===== src/rtl/logic_unit_arbiter.sv =====
// ---------------------------------------------------------------------------
// logic_unit_arbiter
//
// Shares one registered bitwise logic unit (OR / AND / XOR / NOR) among NREQ
// requesters. A round-robin arbiter picks one valid request while idle, the
// FSM captures it, executes it in one cycle and holds the tagged result on a
// single response channel until the consumer takes it.
//
// Handshakes: a transfer happens on a rising clk edge where valid and ready
// are both high. Requesters must hold req_valid and operands until they see
// req_ready. The response holds rsp_valid/rsp_id/rsp_data stable until
// rsp_ready.
//
// Build option:
//   LOGIC_ARB_FIXED_PRIO_EN  defined -> fixed priority, lowest index wins,
//                            no round-robin pointer. Ports, FSM and latency
//                            are unchanged.
//
// Parameters:
//   WIDTH  operand/result width
//   NREQ   number of requesters (2..2**ID_W)
//   ID_W   width of the requester ID tag
//
// Ports:
//   clk        rising-edge clock
//   rst        asynchronous active-high reset
//   req_valid  per-requester request valid             [NREQ]
//   req_ready  per-requester accept, at most one set   [NREQ]
//   req_op     op of requester i at [2i+1:2i]           [2*NREQ]
//              00 OR, 01 AND, 10 XOR, 11 NOR
//   req_a      operand A of requester i at [WIDTH*i +: WIDTH]
//   req_b      operand B, same packing
//   rsp_valid  result valid
//   rsp_ready  consumer accepts result
//   rsp_id     requester that owns rsp_data
//   rsp_data   result
//
// The FSM state is kept in the named signal 'state' (IDLE/EXEC/RESP) so
// checkers can bind to it.
// ---------------------------------------------------------------------------
module logic_unit_arbiter #(
   parameter int WIDTH = 8,
   parameter int NREQ  = 4,
   parameter int ID_W  = 2
) (
   input  logic                    clk,
   input  logic                    rst,
   input  logic [NREQ-1:0]         req_valid,
   output logic [NREQ-1:0]         req_ready,
   input  logic [2*NREQ-1:0]       req_op,
   input  logic [WIDTH*NREQ-1:0]   req_a,
   input  logic [WIDTH*NREQ-1:0]   req_b,
   output logic                    rsp_valid,
   input  logic                    rsp_ready,
   output logic [ID_W-1:0]         rsp_id,
   output logic [WIDTH-1:0]        rsp_data
);

   typedef enum logic [1:0] {
      IDLE = 2'd0,
      EXEC = 2'd1,
      RESP = 2'd2
   } state_t;

   state_t            state;
   state_t            state_next;

   logic              win_found;
   logic [ID_W-1:0]   win_id;
   logic              accept;
   logic              rsp_fire;

   logic [1:0]        sel_op;
   logic [WIDTH-1:0]  sel_a;
   logic [WIDTH-1:0]  sel_b;

   logic [1:0]        cap_op;
   logic [WIDTH-1:0]  cap_a;
   logic [WIDTH-1:0]  cap_b;
   logic [ID_W-1:0]   cap_id;
   logic [WIDTH-1:0]  result;

`ifndef LOGIC_ARB_FIXED_PRIO_EN
   logic [ID_W-1:0]   rr_ptr;
`endif

   // ------------------------------------------------------------------
   // Arbiter: first valid requester starting from rr_ptr (or from 0 in
   // the fixed-priority build).
   // ------------------------------------------------------------------
`ifdef LOGIC_ARB_FIXED_PRIO_EN
   always_comb begin
      win_found = 1'b0;
      win_id    = '0;
      for (int i = 0; i < NREQ; i++) begin
         if (!win_found && req_valid[i]) begin
            win_found = 1'b1;
            win_id    = ID_W'(i);
         end
      end
   end
`else
   always_comb begin
      logic [ID_W:0]   sum;
      logic [ID_W-1:0] idx;
      win_found = 1'b0;
      win_id    = '0;
      sum       = '0;
      idx       = '0;
      for (int k = 0; k < NREQ; k++) begin
         // rr_ptr < NREQ and k < NREQ, so one subtraction is a full modulo,
         // which keeps the scan correct for non-power-of-two NREQ.
         sum = {1'b0, rr_ptr} + (ID_W+1)'(k);
         if (sum >= (ID_W+1)'(NREQ)) begin
            sum = sum - (ID_W+1)'(NREQ);
         end
         idx = sum[ID_W-1:0];
         if (!win_found && req_valid[idx]) begin
            win_found = 1'b1;
            win_id    = idx;
         end
      end
   end
`endif

   // Grant only while idle; gated by rst so no grant is advertised in reset.
   assign accept   = (state == IDLE) && win_found && !rst;
   assign rsp_fire = rsp_valid && rsp_ready;

   // Grant vector and operand mux for the winner.
   always_comb begin
      req_ready = '0;
      sel_op    = '0;
      sel_a     = '0;
      sel_b     = '0;
      for (int i = 0; i < NREQ; i++) begin
         if (win_id == ID_W'(i)) begin
            req_ready[i] = accept;
            sel_op       = req_op[2*i +: 2];
            sel_a        = req_a[WIDTH*i +: WIDTH];
            sel_b        = req_b[WIDTH*i +: WIDTH];
         end
      end
   end

   // ------------------------------------------------------------------
   // FSM
   // ------------------------------------------------------------------
   always_ff @(posedge clk or posedge rst) begin
      if (rst) begin
         state <= IDLE;
      end else begin
         state <= state_next;
      end
   end

   always_comb begin
      state_next = state;
      case (state)
         IDLE:    if (accept)    state_next = EXEC;
         EXEC:                   state_next = RESP;
         RESP:    if (rsp_ready) state_next = IDLE;
         default:                state_next = IDLE;
      endcase
   end

   // ------------------------------------------------------------------
   // Logic unit
   // ------------------------------------------------------------------
   always_comb begin
      case (cap_op)
         2'b00:   result = cap_a | cap_b;
         2'b01:   result = cap_a & cap_b;
         2'b10:   result = cap_a ^ cap_b;
         default: result = ~(cap_a | cap_b);
      endcase
   end

   // ------------------------------------------------------------------
   // Capture and response registers
   // ------------------------------------------------------------------
   always_ff @(posedge clk or posedge rst) begin
      if (rst) begin
         cap_op    <= '0;
         cap_a     <= '0;
         cap_b     <= '0;
         cap_id    <= '0;
         rsp_valid <= 1'b0;
         rsp_id    <= '0;
         rsp_data  <= '0;
      end else begin
         if (accept) begin
            cap_op <= sel_op;
            cap_a  <= sel_a;
            cap_b  <= sel_b;
            cap_id <= win_id;
         end
         if (state == EXEC) begin
            rsp_data  <= result;
            rsp_id    <= cap_id;
            rsp_valid <= 1'b1;
         end else if (rsp_fire) begin
            rsp_valid <= 1'b0;
         end
      end
   end

`ifndef LOGIC_ARB_FIXED_PRIO_EN
   // Pointer moves past the requester just served, only once its response
   // has been taken, so a waiting request is arbitrated with the new value.
   always_ff @(posedge clk or posedge rst) begin
      if (rst) begin
         rr_ptr <= '0;
      end else if (rsp_fire) begin
         rr_ptr <= (cap_id == ID_W'(NREQ-1)) ? '0 : cap_id + ID_W'(1);
      end
   end
`endif

endmodule


===== config.mk =====
export PLATFORM = sky130hd
export DESIGN_NAME = logic_unit_arbiter
export DESIGN_NICKNAME = d
export VERILOG_FILES = /design/src/rtl/logic_unit_arbiter.sv
export SDC_FILE = /design/constraint.sdc
export NUM_CORES = 1
export LEC_CHECK = 0
export ABC_AREA = 0
export ABC_CLOCK_PERIOD_IN_PS = 2500
export CAP_MARGIN = 20
export CORE_MARGIN = 10
export CORE_UTILIZATION = 55
export CTS_BUF_LIST = sky130_fd_sc_hd__clkbuf_8
export CTS_CLUSTER_DIAMETER = 30
export DETAILED_ROUTE_END_ITERATION = 16
export DONT_BUFFER_PORTS = 1
export PLACE_DENSITY = 0.7
export SETUP_SLACK_MARGIN = 0.05
export SLEW_MARGIN = 20
export SYNTH_ARGS = -nofsm -noshare
export SYNTH_HDL_FRONTEND = slang
export SYNTH_SLANG_ARGS = --single-unit

===== constraint.sdc =====
create_clock -name clk -period 2.5 [get_ports clk]
set_input_delay 0.5 -clock clk [delete_from_list [all_inputs] [get_ports clk]]
set_output_delay 0.5 -clock clk [all_outputs]
set_load 0.05 [all_outputs]

==> results summary <==
The slack of the worst reg-to-reg path came out at 0.52 ns. The total CTS buffers is 5. The number of instances in the synthesized netlist came out at 248. The max-capacitance violation count came out at 0. The run finished with clean final reports.

In the routed design, unresolved DRC markers number 0. For this run, the share of the core covered by cells in the final layout is 61.98%. The clock transition at the registers of the reported paths came out at 0.07 ns.

The combined area of all synthesized cells came out at 2439 µm². The maximum number of buffers from clock root to sink came out at 2. The floorplan step set the die height to 86.59 µm. The final antenna diode count came out at 0. Global routing used 14.47% of the available tracks.

The number of different library cells used by synthesis comes to 28. The worst setup path is captured at an output port. The area of the die came out at 7497 µm². The average cell area after synthesis came out at 9.833 µm².

The H-tree was split into 2 levels. Setup repair after global routing left no endpoint under its margin. The number of nets with antenna violations after routing is 0. The number of DRC violations after detailed-routing iteration 0 came out at 69.

In the layout the commonest cells are 45 x mux2i_1, 35 x dfrtp_1, 28 x inv_1. In the routed layout, each cell is associated on average with a via count of 5.793. The internal power is 0.001881 W. The endpoint of the lowest-slack register-to-register path is cap_b[1]. The count of final setup violators came out at 0.

The library cell used most frequently in the layout, excluding fill and tap cells, is mux2i_1. The number of antenna violations at the first check in global routing came out at 0. The count of input and output buffers is 0. The maximum fanout encountered on the critical timing path came out at 7. In this run the count of I/O pins placed on the die edge is 94. The first global-routing pass estimated 8907 µm of wire. The final worst-path cycle share is 92.80%. Relative to the synthesized area, the layout overhead comes to 9.902%.

The switching share of total power is 45.76%. Setup total negative slack on the finished layout was measured at 0 ns. The wire length after detailed routing is 5597 µm. The wire length on met2 is 2828 µm. The final critical delay including setup and external delays is 2.320 ns. The hold violation total from the final report came out at 0. Per report_power, the combinational group accounts for 46.5% of the total. In this run, post-CTS hold repair placed 0 buffers. The number of global-route vias before repair was 1,932. After floorplanning, the core was divided into 24 placement rows.

The area of the placeable core came out at 4324 µm². The post-cts sizing count came out at 0. The post-route met1 wirelength is 2329 µm. The worst-margin pin slew is 0.6433 ns.

The overall power is 0.003467 W. The count of cells along the worst register-to-register path came out at 7. The total power divided by cell area is 1294 nW/µm².

The flip-flop and latch count after synthesis is 35. The initial standard-cell utilization of the core is 56.39%. For this run, the top clock speed supported by timing is 431.0 MHz. The max-slew violation count is 0.

The amount of wire on met3 after detailed routing came out at 399 µm. Summed over all layers, the global routing overflow is 0. The total vias in the final route came out at 1,761.

TritonCTS built the clock tree. The min-delay analysis places its worst path in the category in -> async. The synthesis warning total is 0.

CTS placed an instance of clkbuf_8 at the clock tree root. After detailed routing, no signal wire sits above met4. In the post-synthesis netlist, the biggest area contributors are dfrtp_1 36%, mux2i_1 18%, ha_1 8.7%. The maximum vdd drop came out at 628.1 µV.

The worst setup path is launched from a flip-flop. The relative contribution of the clock network to total power came out at 12.9%. The number of nets in the synthesized netlist came out at 344.

The total number of clock tree sinks came out at 35. The start of the worst register-to-register path is rr_ptr[1]. The clock tree skew after final layout came out at 0.006691 ns. The die is 86.59 µm wide.

The analysis attributes to cell leakage a power of 1.324 nW. The post-route netlist has 15.87% of its cells at a drive strength greater than 1. The critical path data arrival time came out at 1.82 ns. The largest total area in the synthesized netlist belongs to dfrtp_1. Dividing the detail-routed wire length by the instance count gives 18.41 µm.

The share of the Yosys chip area taken by registers is 35.92%. The type of the setup path with the least slack is reg -> out. For the worst-skew pair, the clock arrives at the later sink with an insertion delay of 0.28 ns. The net switching power is 0.001587 W. Sequential cells burn 40.6% of the power.

The worst-case headroom to the max-slew limit is 57.11%. The maximum number of pins on one net before global-route repair is 39. The post-layout net count is 347. The data required time at the worst endpoint came out at 2.00 ns. The last weighted congestion value of the routability-driven placer is 0.8244. The detailed-placement wirelength estimate came out at 4293 µm. In this run the biggest area consumer among cell types represents 35.92% of the synthesized area.

The length of the first detailed-routing pass in iterations came out at 4.
-- worst max path at each step --
stage               cells past startpoint            to          from
floorplan                               6  req_ready[2]           rst
global placement                        5  req_ready[2]  req_valid[1]
detailed placement                      5  req_ready[2]  req_valid[1]
CTS                                     5  req_ready[2]     rr_ptr[1]
global route                            6  req_ready[0]     rr_ptr[1]
finish                                  5  req_ready[1]     rr_ptr[1]
-- flip-flops by register name, indices dropped and copies added (netlist names) --
name / count
rsp_data: 8
cap_id: 2
rsp_valid: 1
cap_b: 8
cap_op: 2
rr_ptr: 2
cap_a: 8
state: 2
rsp_id: 2
-- metal layers --
metal / track usage (%) / vias up
met5: 0 / -
met4: 3.093 / 0
met3: 4.409 / 4
met2: 24.97 / 58
met1: 17.22 / 820
li1: - / 879
-- through the flow --
step                std cells  area (µm²)  hold WS [ns]  worst slack (ns)
finish                    304        2680        0.2064            0.1799
floorplan                 248        2446        0.4688            0.1601
global route              304        2680        0.2348           0.05291
CTS                       302        2648        0.2202           0.09466
global placement          294        2547        0.5106            0.4377
detailed placement        294        2547        0.5199            0.4179
-- synth_stat cells, drive strengths merged --
library cell	count
nor2	9
clkbuf	6
buf	10
o21a	1
o41ai	1
mux2	9
o221ai	1
a21bo	1
dfrtp	35
ha	17
o21ai	32
nor2b	1
nor3	1
o22ai	1
mux2i	45
a21oi	8
o31ai	1
nand2	20
nor3b	1
a221oi	1
nand2b	2
a2bb2oi	18
inv	27
-- cell families after synthesis --
logic type	after synthesis	synth area share, %
AO/OA/AOI/OAI	65	18.52
multiplexers	54	22.63
buffers and inverters	43	8.466
flip-flops	35	35.92
AND/OR/NAND/NOR	34	5.746
adder cells (fa/ha/maj)	17	8.722
-- power by group through the flow --
stage | registers [W] | logic (W) | clock network, W
3_3_place_gp | 0.00142 | 0.00152 | 0
4_1_cts | 0.00142 | 0.00158 | 0.000455
3_5_place_dp | 0.00143 | 0.00157 | 0
2_1_floorplan | 0.00126 | 0.00140 | 0
5_1_grt | 0.00146 | 0.00185 | 0.000477
6_report | 0.00141 | 0.00161 | 0.000448
-- worst max-delay path: stages (launching register included) --
cell and delay [ns]:
dfrtp_1 0.46, a21bo_1 0.25, a221oi_4 0.33, nand2_1 0.17, nor2b_2 0.18, buf_12 0.15
-- cell type report --
type / instances / area, µm²
well taps: 52 / 65.06
inverters: 27 / 101.3
flip-flops and latches: 35 / 875.8
multi-input cells: 170 / 1393
repair buffers: 12 / 145.1
fillers: 399 / 1644
clock buffers: 7 / 96.34
clock inverters: 1 / 3.754
-- timing repair --
action	4_1_cts	5_1_grt
hold endpoints to repair	0	0
setup endpoints to repair	0	2
setup buffers	0	1
Power figures use the tool's default switching activity.
